### src/rtl/corr_search_seq_pkg.sv
// Shared types and default widths for the correlation search engine family.
package corr_search_seq_pkg;

    // Score must hold values 0..WIDTH inclusive
    function automatic int unsigned score_w_for(input int unsigned width);
        return $clog2(width + 1);
    endfunction

    localparam int unsigned WIDTH_DEF   = 32;
    localparam int unsigned N_CAND_DEF  = 16;
    localparam int unsigned IDX_W_DEF   = $clog2(N_CAND_DEF);
    localparam int unsigned SCORE_W_DEF = score_w_for(WIDTH_DEF);

    typedef enum logic [1:0] {
        ST_IDLE = 2'd0,
        ST_SCAN = 2'd1,
        ST_DONE = 2'd2
    } state_t;

endpackage

### src/rtl/corr_search_seq_match_score.sv
// Combinational equal-bit popcount between a candidate word and the target.
module match_score
    import corr_search_seq_pkg::*;
#(
    parameter int unsigned WIDTH   = WIDTH_DEF,
    parameter int unsigned SCORE_W = SCORE_W_DEF
) (
    input  logic [WIDTH-1:0]   Num,
    input  logic [WIDTH-1:0]   Target,
    output logic [SCORE_W-1:0] Score_c
);

    logic [WIDTH-1:0] eq_bits;

    assign eq_bits = ~(Num ^ Target);

    // Count positions where candidate and target agree
    always_comb begin
        Score_c = '0;
        for (int i = 0; i < int'(WIDTH); i++) begin
            Score_c = Score_c + SCORE_W'(eq_bits[i]);
        end
    end

endmodule

### src/rtl/corr_search_seq.sv
// Sequential best-match search: one shared scorer, one candidate per accepted beat.
module corr_search_seq
    import corr_search_seq_pkg::*;
#(
    parameter int unsigned WIDTH      = WIDTH_DEF,
    parameter int unsigned N_CAND     = N_CAND_DEF,
    parameter int unsigned IDX_W      = IDX_W_DEF,
    parameter int unsigned SCORE_W    = SCORE_W_DEF,
    parameter bit          EARLY_EXIT = 1'b0
) (
    input  logic               Clock,
    input  logic               Reset,
    input  logic               Start,
    input  logic               Abort,
    input  logic [WIDTH-1:0]   Target_Num,
    input  logic               Cand_Valid,
    input  logic [WIDTH-1:0]   Cand_Data,
    output logic               Cand_Ready,
    output logic               Busy,
    output logic               Done,
    output logic [IDX_W-1:0]   Best_Idx,
    output logic [SCORE_W-1:0] Best_Score,
    output logic               Exact_Hit
);

    localparam logic [IDX_W-1:0]   LAST_IDX  = IDX_W'(N_CAND - 1);
    localparam logic [SCORE_W-1:0] FULL_SCORE = SCORE_W'(WIDTH);

    state_t             state;
    logic [WIDTH-1:0]   target;
    logic [IDX_W-1:0]   cnt;
    logic [IDX_W-1:0]   run_idx;
    logic [SCORE_W-1:0] run_score;

    logic [SCORE_W-1:0] score_c;
    logic               upd_c;
    logic               exact_c;
    logic               finish_c;
    logic [IDX_W-1:0]   nxt_idx_c;
    logic [SCORE_W-1:0] nxt_score_c;

    match_score #(
        .WIDTH   (WIDTH),
        .SCORE_W (SCORE_W)
    ) u_score (
        .Num     (Cand_Data),
        .Target  (target),
        .Score_c (score_c)
    );

    // Running-best candidate after this beat; strict compare keeps the lowest index on ties
    always_comb begin
        upd_c       = (cnt == '0) || (score_c > run_score);
        exact_c     = (score_c == FULL_SCORE);
        finish_c    = (cnt == LAST_IDX) || (EARLY_EXIT && exact_c);
        nxt_idx_c   = upd_c ? cnt     : run_idx;
        nxt_score_c = upd_c ? score_c : run_score;
    end

    // Controller FSM, beat counter, best tracking and published results
    always_ff @(posedge Clock or negedge Reset) begin
        if (!Reset) begin
            state      <= ST_IDLE;
            target     <= '0;
            cnt        <= '0;
            run_idx    <= '0;
            run_score  <= '0;
            Cand_Ready <= 1'b0;
            Busy       <= 1'b0;
            Done       <= 1'b0;
            Best_Idx   <= '0;
            Best_Score <= '0;
            Exact_Hit  <= 1'b0;
        end else begin
            Done <= 1'b0;
            case (state)
                ST_IDLE: begin
                    if (Start) begin
                        target     <= Target_Num;
                        cnt        <= '0;
                        run_idx    <= '0;
                        run_score  <= '0;
                        Cand_Ready <= 1'b1;
                        Busy       <= 1'b1;
                        state      <= ST_SCAN;
                    end
                end
                ST_SCAN: begin
                    if (Abort) begin
                        // Beat in the same cycle is dropped; published results stay untouched
                        Cand_Ready <= 1'b0;
                        Busy       <= 1'b0;
                        state      <= ST_IDLE;
                    end else if (Cand_Valid) begin
                        run_idx   <= nxt_idx_c;
                        run_score <= nxt_score_c;
                        cnt       <= cnt + IDX_W'(1);
                        if (finish_c) begin
                            Cand_Ready <= 1'b0;
                            Busy       <= 1'b0;
                            Done       <= 1'b1;
                            Best_Idx   <= nxt_idx_c;
                            Best_Score <= nxt_score_c;
                            Exact_Hit  <= (nxt_score_c == FULL_SCORE);
                            state      <= ST_DONE;
                        end
                    end
                end
                ST_DONE: begin
                    state <= ST_IDLE;
                end
                default: begin
                    Cand_Ready <= 1'b0;
                    Busy       <= 1'b0;
                    state      <= ST_IDLE;
                end
            endcase
        end
    end

endmodule

### config.mk
export PLATFORM = sky130hd
export DESIGN_NAME = corr_search_seq
export DESIGN_NICKNAME = d
export VERILOG_FILES = /design/src/rtl/corr_search_seq_pkg.sv /design/src/rtl/corr_search_seq_match_score.sv /design/src/rtl/corr_search_seq.sv
export SDC_FILE = /design/constraint.sdc
export NUM_CORES = 1
export LEC_CHECK = 0
export CORE_MARGIN = 2
export CORE_UTILIZATION = 51
export DETAILED_ROUTE_END_ITERATION = 16
export GPL_TIMING_DRIVEN = 0
export MAX_ROUTING_LAYER = met4
export PLACE_DENSITY_LB_ADDON = 0.3
export SLEW_MARGIN = 20
export SYNTH_ARGS = -nofsm -noshare
export SYNTH_HDL_FRONTEND = slang
export SYNTH_SLANG_ARGS = --single-unit
export TNS_END_PERCENT = 30
### constraint.sdc
create_clock -name Clock -period 8.8 [get_ports Clock]
set_clock_uncertainty 0.05 [all_clocks]
set_input_delay 0.88 -clock Clock [delete_from_list [all_inputs] [get_ports Clock]]
set_output_delay 0.88 -clock Clock [all_outputs]
set_load 0.03 [all_outputs]
Word level (Yosys, flattened, before mapping):

Index checks and enable logic that the tools add are counted.
Widths: inputs -> output; s select.

* register bits after elaboration: 61
* bits of input ports: 69
* word-level logic and storage cells: 92

* add/subtract/negate cells: 32
* $lt $le $gt $ge: 1
* equal/unequal tests: 9
* multiplexer cells: 27
* bitwise gates (word level): 4
* reductions and logical operators: 9

Operator list (number)
* $add 6x1->6: 30
* $not 32->32: 1
* $xor 32x32->32: 1
* $mux 4: 6
* $mux 6: 4
* $pmux 4 s2: 2
* $pmux 6 s2: 1
* $reduce_and 4->1: 3
* $mux 1: 8
* $mux 2: 4
* $eq 6x6->1 const B: 1
* $gt 6x6->1: 1
* $ne 2x2->1 const B: 3
* $ne 3x3->1 const B: 2
* $add 4x1->4 const B: 1
* $eq 4x4->1 const B: 1
* $logic_not 4->1: 1
* $pmux 2 s2: 1
* $pmux 1 s3: 1
* $reduce_and 3->1: 1
* $add 1x1->2: 1
* $eq 2x1->1 const B: 1
* $eq 2x2->1 const B: 1
* $logic_not 2->1: 1
* 4 further kinds: 5

Longest topological paths before layout:

Gate-level depths: netlist of the first run.

* depth after elaboration: 39
* depth in mapped cells: 27
* mapped depth without buffers: 26

Modules after synthesis:

From an unflattened synthesis of the first run, not the netlist that was laid out.

* cells, all modules: 314
* area, all modules: 3707.3 µm²

By module, submodules not included
* corr_search_seq: instances 1, cells each 212, area an instance 2670.1 µm²
* match_score: instances 1, cells each 102, area an instance 1037.2 µm²

Worst setup path before layout of the first run:

OpenSTA, ideal clock, no wires.

* path type: input to register
* from: input port Cand_Data[0]
* to: register Best_Score[1]
* library setup time: 0.125 ns
* arrival: 6.875 ns
* required time: 8.625 ns
* slack: 1.750 ns
* cell stages on the path: 25
* buffers on the path: 1
* cell sequence: xnor2_1 > ha_1 > inv_1 > fa_1 > fa_1 > fa_1 > fa_1 > fa_1 > inv_1 > fa_1 > fa_1 > inv_1 > fa_1 > nor2b_1 > o21ai_1 > nand2b_1 > xor2_1 > ha_1 > nand4_1 > o21bai_4 > a31oi_4 > nor2_4 > buf_6 > mux2i_1 > mux2_2

* word-level cells in the longest chain between the ends: 36

Ends and longest elaborated chain
* start, declared: RTL line corr_search_seq.sv:17 `input logic [WIDTH-1:0] Cand_Data,`
* $xor 32x32->32 *: RTL line corr_search_seq_match_score.sv:15 `assign eq_bits = ~(Num ^ Target);`
* $not 32->32 *: RTL line corr_search_seq_match_score.sv:15
* $add 1x1->2 *: RTL line corr_search_seq_match_score.sv:21 `Score_c = Score_c + SCORE_W'(eq_bits[i]);`
* $add 6x1->6 * (30 in series): RTL line corr_search_seq_match_score.sv:21
* $gt 6x6->1: RTL line corr_search_seq.sv:53 `upd_c = (cnt == '0) || (score_c > run_score);`
* $logic_or 1x1->1: RTL line corr_search_seq.sv:53
* $mux 6 *: RTL line corr_search_seq.sv:57 `nxt_score_c = upd_c ? score_c : run_score;`
* end signal, assigned: RTL line corr_search_seq.sv:103 `Best_Score <= nxt_score_c;`
* end, declared: RTL line corr_search_seq.sv:22 `output logic [SCORE_W-1:0] Best_Score,`

Mark *: on every way between the ends. The rest lies on a longest branch, timed or not.
A chain may end at the register's enable or synchronous reset.

Worst setup path in the final report of the first run:

* from: input port Cand_Data[0]
* to: register Best_Score[5]

Same word-level chain as after synthesis.

==> results of run 1 <==
[worst paths after layout]
kind | start | end
max reg2reg | target[0] | Best_Score[5]
min reg2reg | target[28] | target[28]
min in group Clock | target[28] | target[28]
max | Cand_Data[0] | Best_Score[5]
max in group asynchronous | Reset | target[17]
min | Reset | Done
[cell type report]
type / count / share of cell area (%)
Sequential cell: 61 / 31.1
Clock inverter: 1 / 0.611
Inverter: 41 / 3.13
Tap cell: 99 / 2.52
Clock buffer: 13 / 3.44
Buffer: 13 / 1.32
Multi-Input combinational cell: 268 / 40.9
Timing Repair Buffer: 83 / 17.1
[flip-flops by register name, indices dropped and copies added (netlist names)]
| register | count |
|---|---|
| cnt | 4 |
| Best_Idx | 4 |
| Done | 1 |
| Best_Score | 6 |
| run_score | 6 |
| Exact_Hit | 1 |
| state | 2 |
| run_idx | 4 |
| target | 32 |
| Busy | 1 |
[kinds of logic after synthesis]
group           synth area share (%)
compound gates                  6.93
xor+xnor                        8.63
fa+ha+maj                       18.1
buf+inv                         5.83
flops                           40.7
mux                             2.70
simple gates                    17.1
[stage by stage]
stage	setup WS [ps]	instances
floorplan	1750	383
global placement	890	564
detailed placement	848	565
CTS	1190	579
global route	871	579
finish	1210	579
[cell usage in the layout (no fill, tap or decap), drive strengths merged, types with 2 or more instances in the layout]
master	count
mux2i	9
xor2	19
dfrtp	61
nor2b	2
nor3b	3
fa	24
buf	6
nand2	111
a22o	7
clkbuf	22
ha	16
nor4b	3
clkdlybuf4s50	81
o31ai	2
nand3	5
a31oi	2
a21oi	11
nand4	3
nor2	16
o21ai	6
inv	41
and2	2
a21o	2
xnor2	18
[layer usage]
metal	global-route usage [%]	vias up
li1	-	1390
met1	27.3	1360
met2	34.0	67
met3	4.95	9
met4	6.03	0
met5	-	-
[worst register-to-register path: cells and delay by family (launching register included)]
family,cells,cell delay [ps]
adder cells (fa/ha/maj),10,4420
XOR/XNOR,2,410
AO/OA/AOI/OAI,4,480
multiplexers,1,310
AND/OR/NAND/NOR,4,480
flip-flops,1,390
buffers and inverters,4,380
==> qor.csv, run 1 <==
stage;metric;value;unit
outcome;status;finished clean;
cts;Clock Pin Slew Worst Setup and Hold Paths;60;ps
synthesis;sequential fraction of the synthesis area;40.7;%
hold_path;hold crit path type;primary input to async pin;
critical_path;WP data arrival;7750;ps
sta;Worst Tran Pin Value;606;ps
synthesis;#FFs+latches synth;61;
routing;met1 WL;3590;um
routing;DRC viols;0;
critical_path;critical path buffer and inverter count;5;
critical_path;Worst Reg-to-Reg Cells;25;
critical_path;most used cell, CP;fa_1;
cts;clk root buf;clkbuf_8;
sta;Slew Limit Headroom;59.3;%
cts;hold_buf cts;0;
critical_path;critical path launch point type;primary input;
cells_and_area;Final Util;68.5;%
routing;final WL;7850;um
synthesis;asr flop ratio synth;100;%
routing;post-route ant nets;0;
critical_path;critical path data required time;8960;ps
synthesis;Synth Flop Type;dfrtp_1;
cells_and_area;area grow syn2layout;30.9;%
floorplan;I/O pins;83;
routing;Vias/cell;4.88;
cts;setup bufs post-CTS;0;
critical_path;CP Class;primary input to register;
cts;clock sinks;61;
run;Max Cap Violations;0;
synthesis;cell taking the most area after synthesis;dfrtp_1;
cts;Num CTS Buffers;9;
sta;fin crit period;7590;ps
cts;H-tree Lvls;3;
cells_and_area;diode count;0;
synthesis;Synth Instances;383;
routing;vias after detailed routing;2826;
critical_path;slowest stage delay, CP;570;ps
routing;Initial DRC Count;107;
sta;Final TNS setup;0;ps
sta;final hold vios;0;
sta;final setup fails;0;
critical_path;Setup crit end kind;register;
synthesis;EDFF count, synth;0;
synthesis;Synth cell types;39;
floorplan;Die ar.;8060;um2
floorplan;Die Wd;89.8;um
synthesis;Syn Nets;492;
synthesis;mapped cell area;3750;um2
routing;met2 wire len;3820;um
synthesis;area fraction of the dominant cell type after synthesis;40.7;%
critical_path;Crit path max-delay family;adder cells;
synthesis;synth warn;0;
sta;fin crit share;86.3;%
placement;hpwl dp;6240;um
cts;post-cts sizing count;0;
critical_path;reg2reg setup slack;1790;ps
global_route;initial antenna violation count;0;
sta;RSZ-0062 raised after global routing;false;
critical_path;Slowest-stage cell, CP;fa_1;
cells_and_area;final net count;586;
floorplan;core footprint;7180;um2
cts;CTS tree;yes;
synthesis;post-synthesis area per instance;9.80;um2
cells_and_area;Register Area;1530;um2
cts;clk_lat worst skew;330;ps
floorplan;Initial Utilization;52.3;%
cts;clock tree buffer depth;2;
sta;final hold slack;370;ps
cells_and_area;combined area of the multi-input logic cells;2010;um2
synthesis;largest cells by area after synthesis;dfrtp_1, fa_1, nand2_1;
synthesis;synth cell count leaders;nand2_1, dfrtp_1, inv_1, fa_1, xor2_1;
global_route;grt ovf;0;
routing;top sig layer;met4;
routing;WL per Instance;13.6;um
global_route;vias in the first global route;2921;
sta;Slew Limit Fails;0;
floorplan;number of cell rows;31;
cells_and_area;share of layout cells above drive strength 1;6.04;%
global_route;global-route total usage across every layer;21.2;%
placement;IO buf count;82;
floorplan;die height;89.8;um
global_route;largest net degree at the start of global routing;42;
critical_path;number of stages on the worst setup path;26;
critical_path;CP Max Fanout;10;
sta;f_max;132;MHz
routing;TritonRoute pass-1 iters;4;
cells_and_area;final instance area;4910;um2
global_route;first-pass GRT wire length;13300;um
synthesis;most common cell in the netlist;nand2_1;
routing;Routed met3 length;329;um
cells_and_area;fillers;555;
placement;GPL Wtd Cong;0.855;
placement;placed cell areas;4720;um2
Power of run 1 is left out: the tool's default activity adds up to more than one toggle a clock period on the data nets, which glitch-free logic cannot reach.
==> inputs of run 2 (changes only) <==
CAP_MARGIN = 20   (was not set)
SKIP_CTS_REPAIR_TIMING = 1   (was not set)
==> results of run 2 <==
No change in the layout: final DEF, timing and power equal those of run 1.
Power of run 2 is left out for the same reason.
==> inputs of run 3 (changes only) <==
CORE_UTILIZATION = 53   (was 51)
CTS_BUF_LIST = sky130_fd_sc_hd__clkbuf_8   (was not set)
==> qor.csv, run 3 (synthesis results as in run 1) <==
stage;metric;value;unit
outcome;status;finished clean;
routing;vias after detailed routing;2892;
routing;WL per Instance;14.0;um
routing;Vias/cell;5.00;
cells_and_area;area grow syn2layout;31.1;%
floorplan;Initial Utilization;54.9;%
cts;clk root buf;clkbuf_8;
routing;final WL;8120;um
sta;Slew Limit Headroom;62.5;%
floorplan;number of cell rows;30;
global_route;global-route total usage across every layer;23.4;%
cells_and_area;diode count;0;
cts;H-tree Lvls;3;
placement;GPL Wtd Cong;0.816;
routing;DRC viols;0;
sta;f_max;131;MHz
sta;Worst Tran Pin Value;559;ps
cts;clock sinks;61;
critical_path;WP data arrival;7780;ps
critical_path;slowest stage delay, CP;600;ps
floorplan;I/O pins;83;
floorplan;core footprint;6830;um2
critical_path;Setup crit end kind;register;
routing;post-route ant nets;0;
routing;TritonRoute pass-1 iters;4;
critical_path;most used cell, CP;fa_1;
critical_path;Slowest-stage cell, CP;fa_1;
sta;final setup fails;0;
placement;hpwl dp;6390;um
floorplan;Die ar.;7770;um2
cells_and_area;share of layout cells above drive strength 1;6.02;%
cells_and_area;largest registers;target x32, Best_Score x6, run_score x6;
global_route;first-pass GRT wire length;13300;um
cells_and_area;number of flip-flops in the largest register;32;
cells_and_area;most frequent cells in the layout;nand2_1, clkdlybuf4s50_1, dfrtp_1, inv_1, fa_1;
critical_path;CP Class;primary input to register;
critical_path;CP Max Fanout;10;
cells_and_area;final net count;586;
cts;clock tree buffer depth;2;
critical_path;critical path launch point type;primary input;
placement;IO buf count;82;
global_route;largest net degree at the start of global routing;33;
global_route;grt ovf;0;
sta;Slew Limit Fails;0;
sta;RSZ-0062 raised after global routing;false;
sta;fin crit share;86.4;%
cells_and_area;Biggest register;target;
cts;Num CTS Buffers;9;
sta;fin crit period;7610;ps
run;Max Cap Violations;0;
cts;clk_lat worst skew;350;ps
sta;final hold vios;0;
global_route;initial antenna violation count;0;
cts;Clock Pin Slew Worst Setup and Hold Paths;70;ps
cts;CTS tree;yes;
floorplan;Die Wd;88.2;um
critical_path;critical path data required time;8980;ps
global_route;vias in the first global route;3017;
cells_and_area;most common cell after layout, fill and taps aside;nand2_1;
routing;Initial DRC Count;117;
sta;Final TNS setup;0;ps
floorplan;die height;88.2;um
hold_path;hold crit path type;primary input to async pin;
-- run 3: final timing paths --
check / slack, ps / end / start / cells after the start
max reg2reg: 1780 / Best_Score[5] / target[0] / 25
min reg2reg: 450 / target[9] / target[9] / 2
min in group Clock: 450 / target[9] / target[9] / 2
max: 1190 / Best_Score[5] / Cand_Data[0] / 26
min: 420 / run_idx[0] / Reset / 1
max in group asynchronous: 7780 / target[26] / Reset / 2
-- run 3: through the flow --
step | utilization, % | setup WS (ps) | cells | instance area (um2) | hold slack [ps]
2_1_floorplan | - | 1750 | 383 | 3750 | 410
3_3_place_gp | 68.7 | 920 | 561 | 4690 | 428
3_5_place_dp | 69.0 | 824 | 562 | 4710 | 433
4_1_cts | 72.0 | 1170 | 578 | 4920 | 426
5_1_grt | 72.0 | 847 | 578 | 4920 | 442
6_report | 72.0 | 1190 | 578 | 4920 | 415
-- run 3: cell type report --
type / instances / area, um2
inverter: 41 / 154
sequential: 61 / 1530
tap: 96 / 120
multi-input combinational: 268 / 2010
clock inverter: 7 / 83.8
fill: 526 / 1910
clock buffer: 9 / 124
timing repair buffer: 83 / 838
buffer: 13 / 65.1
-- run 3: worst max-delay path, delay by kind of cell --
family / cells / cell delay, ps
compound gates: 4 / 490
buf+inv: 5 / 790
simple gates: 4 / 470
fa+ha+maj: 10 / 4450
xor+xnor: 2 / 420
mux: 1 / 290
-- run 3: per-layer routing --
| metal | track usage, % | routed length, um | vias up |
|---|---|---|---|
| met5 | - | 0 | - |
| met4 | 9.37 | 149 | 0 |
| met3 | 3.49 | 345 | 14 |
| met2 | 39.0 | 4140 | 70 |
| met1 | 28.8 | 3490 | 1411 |
| li1 | - | - | 1397 |
Power of run 3 is left out for the same reason.
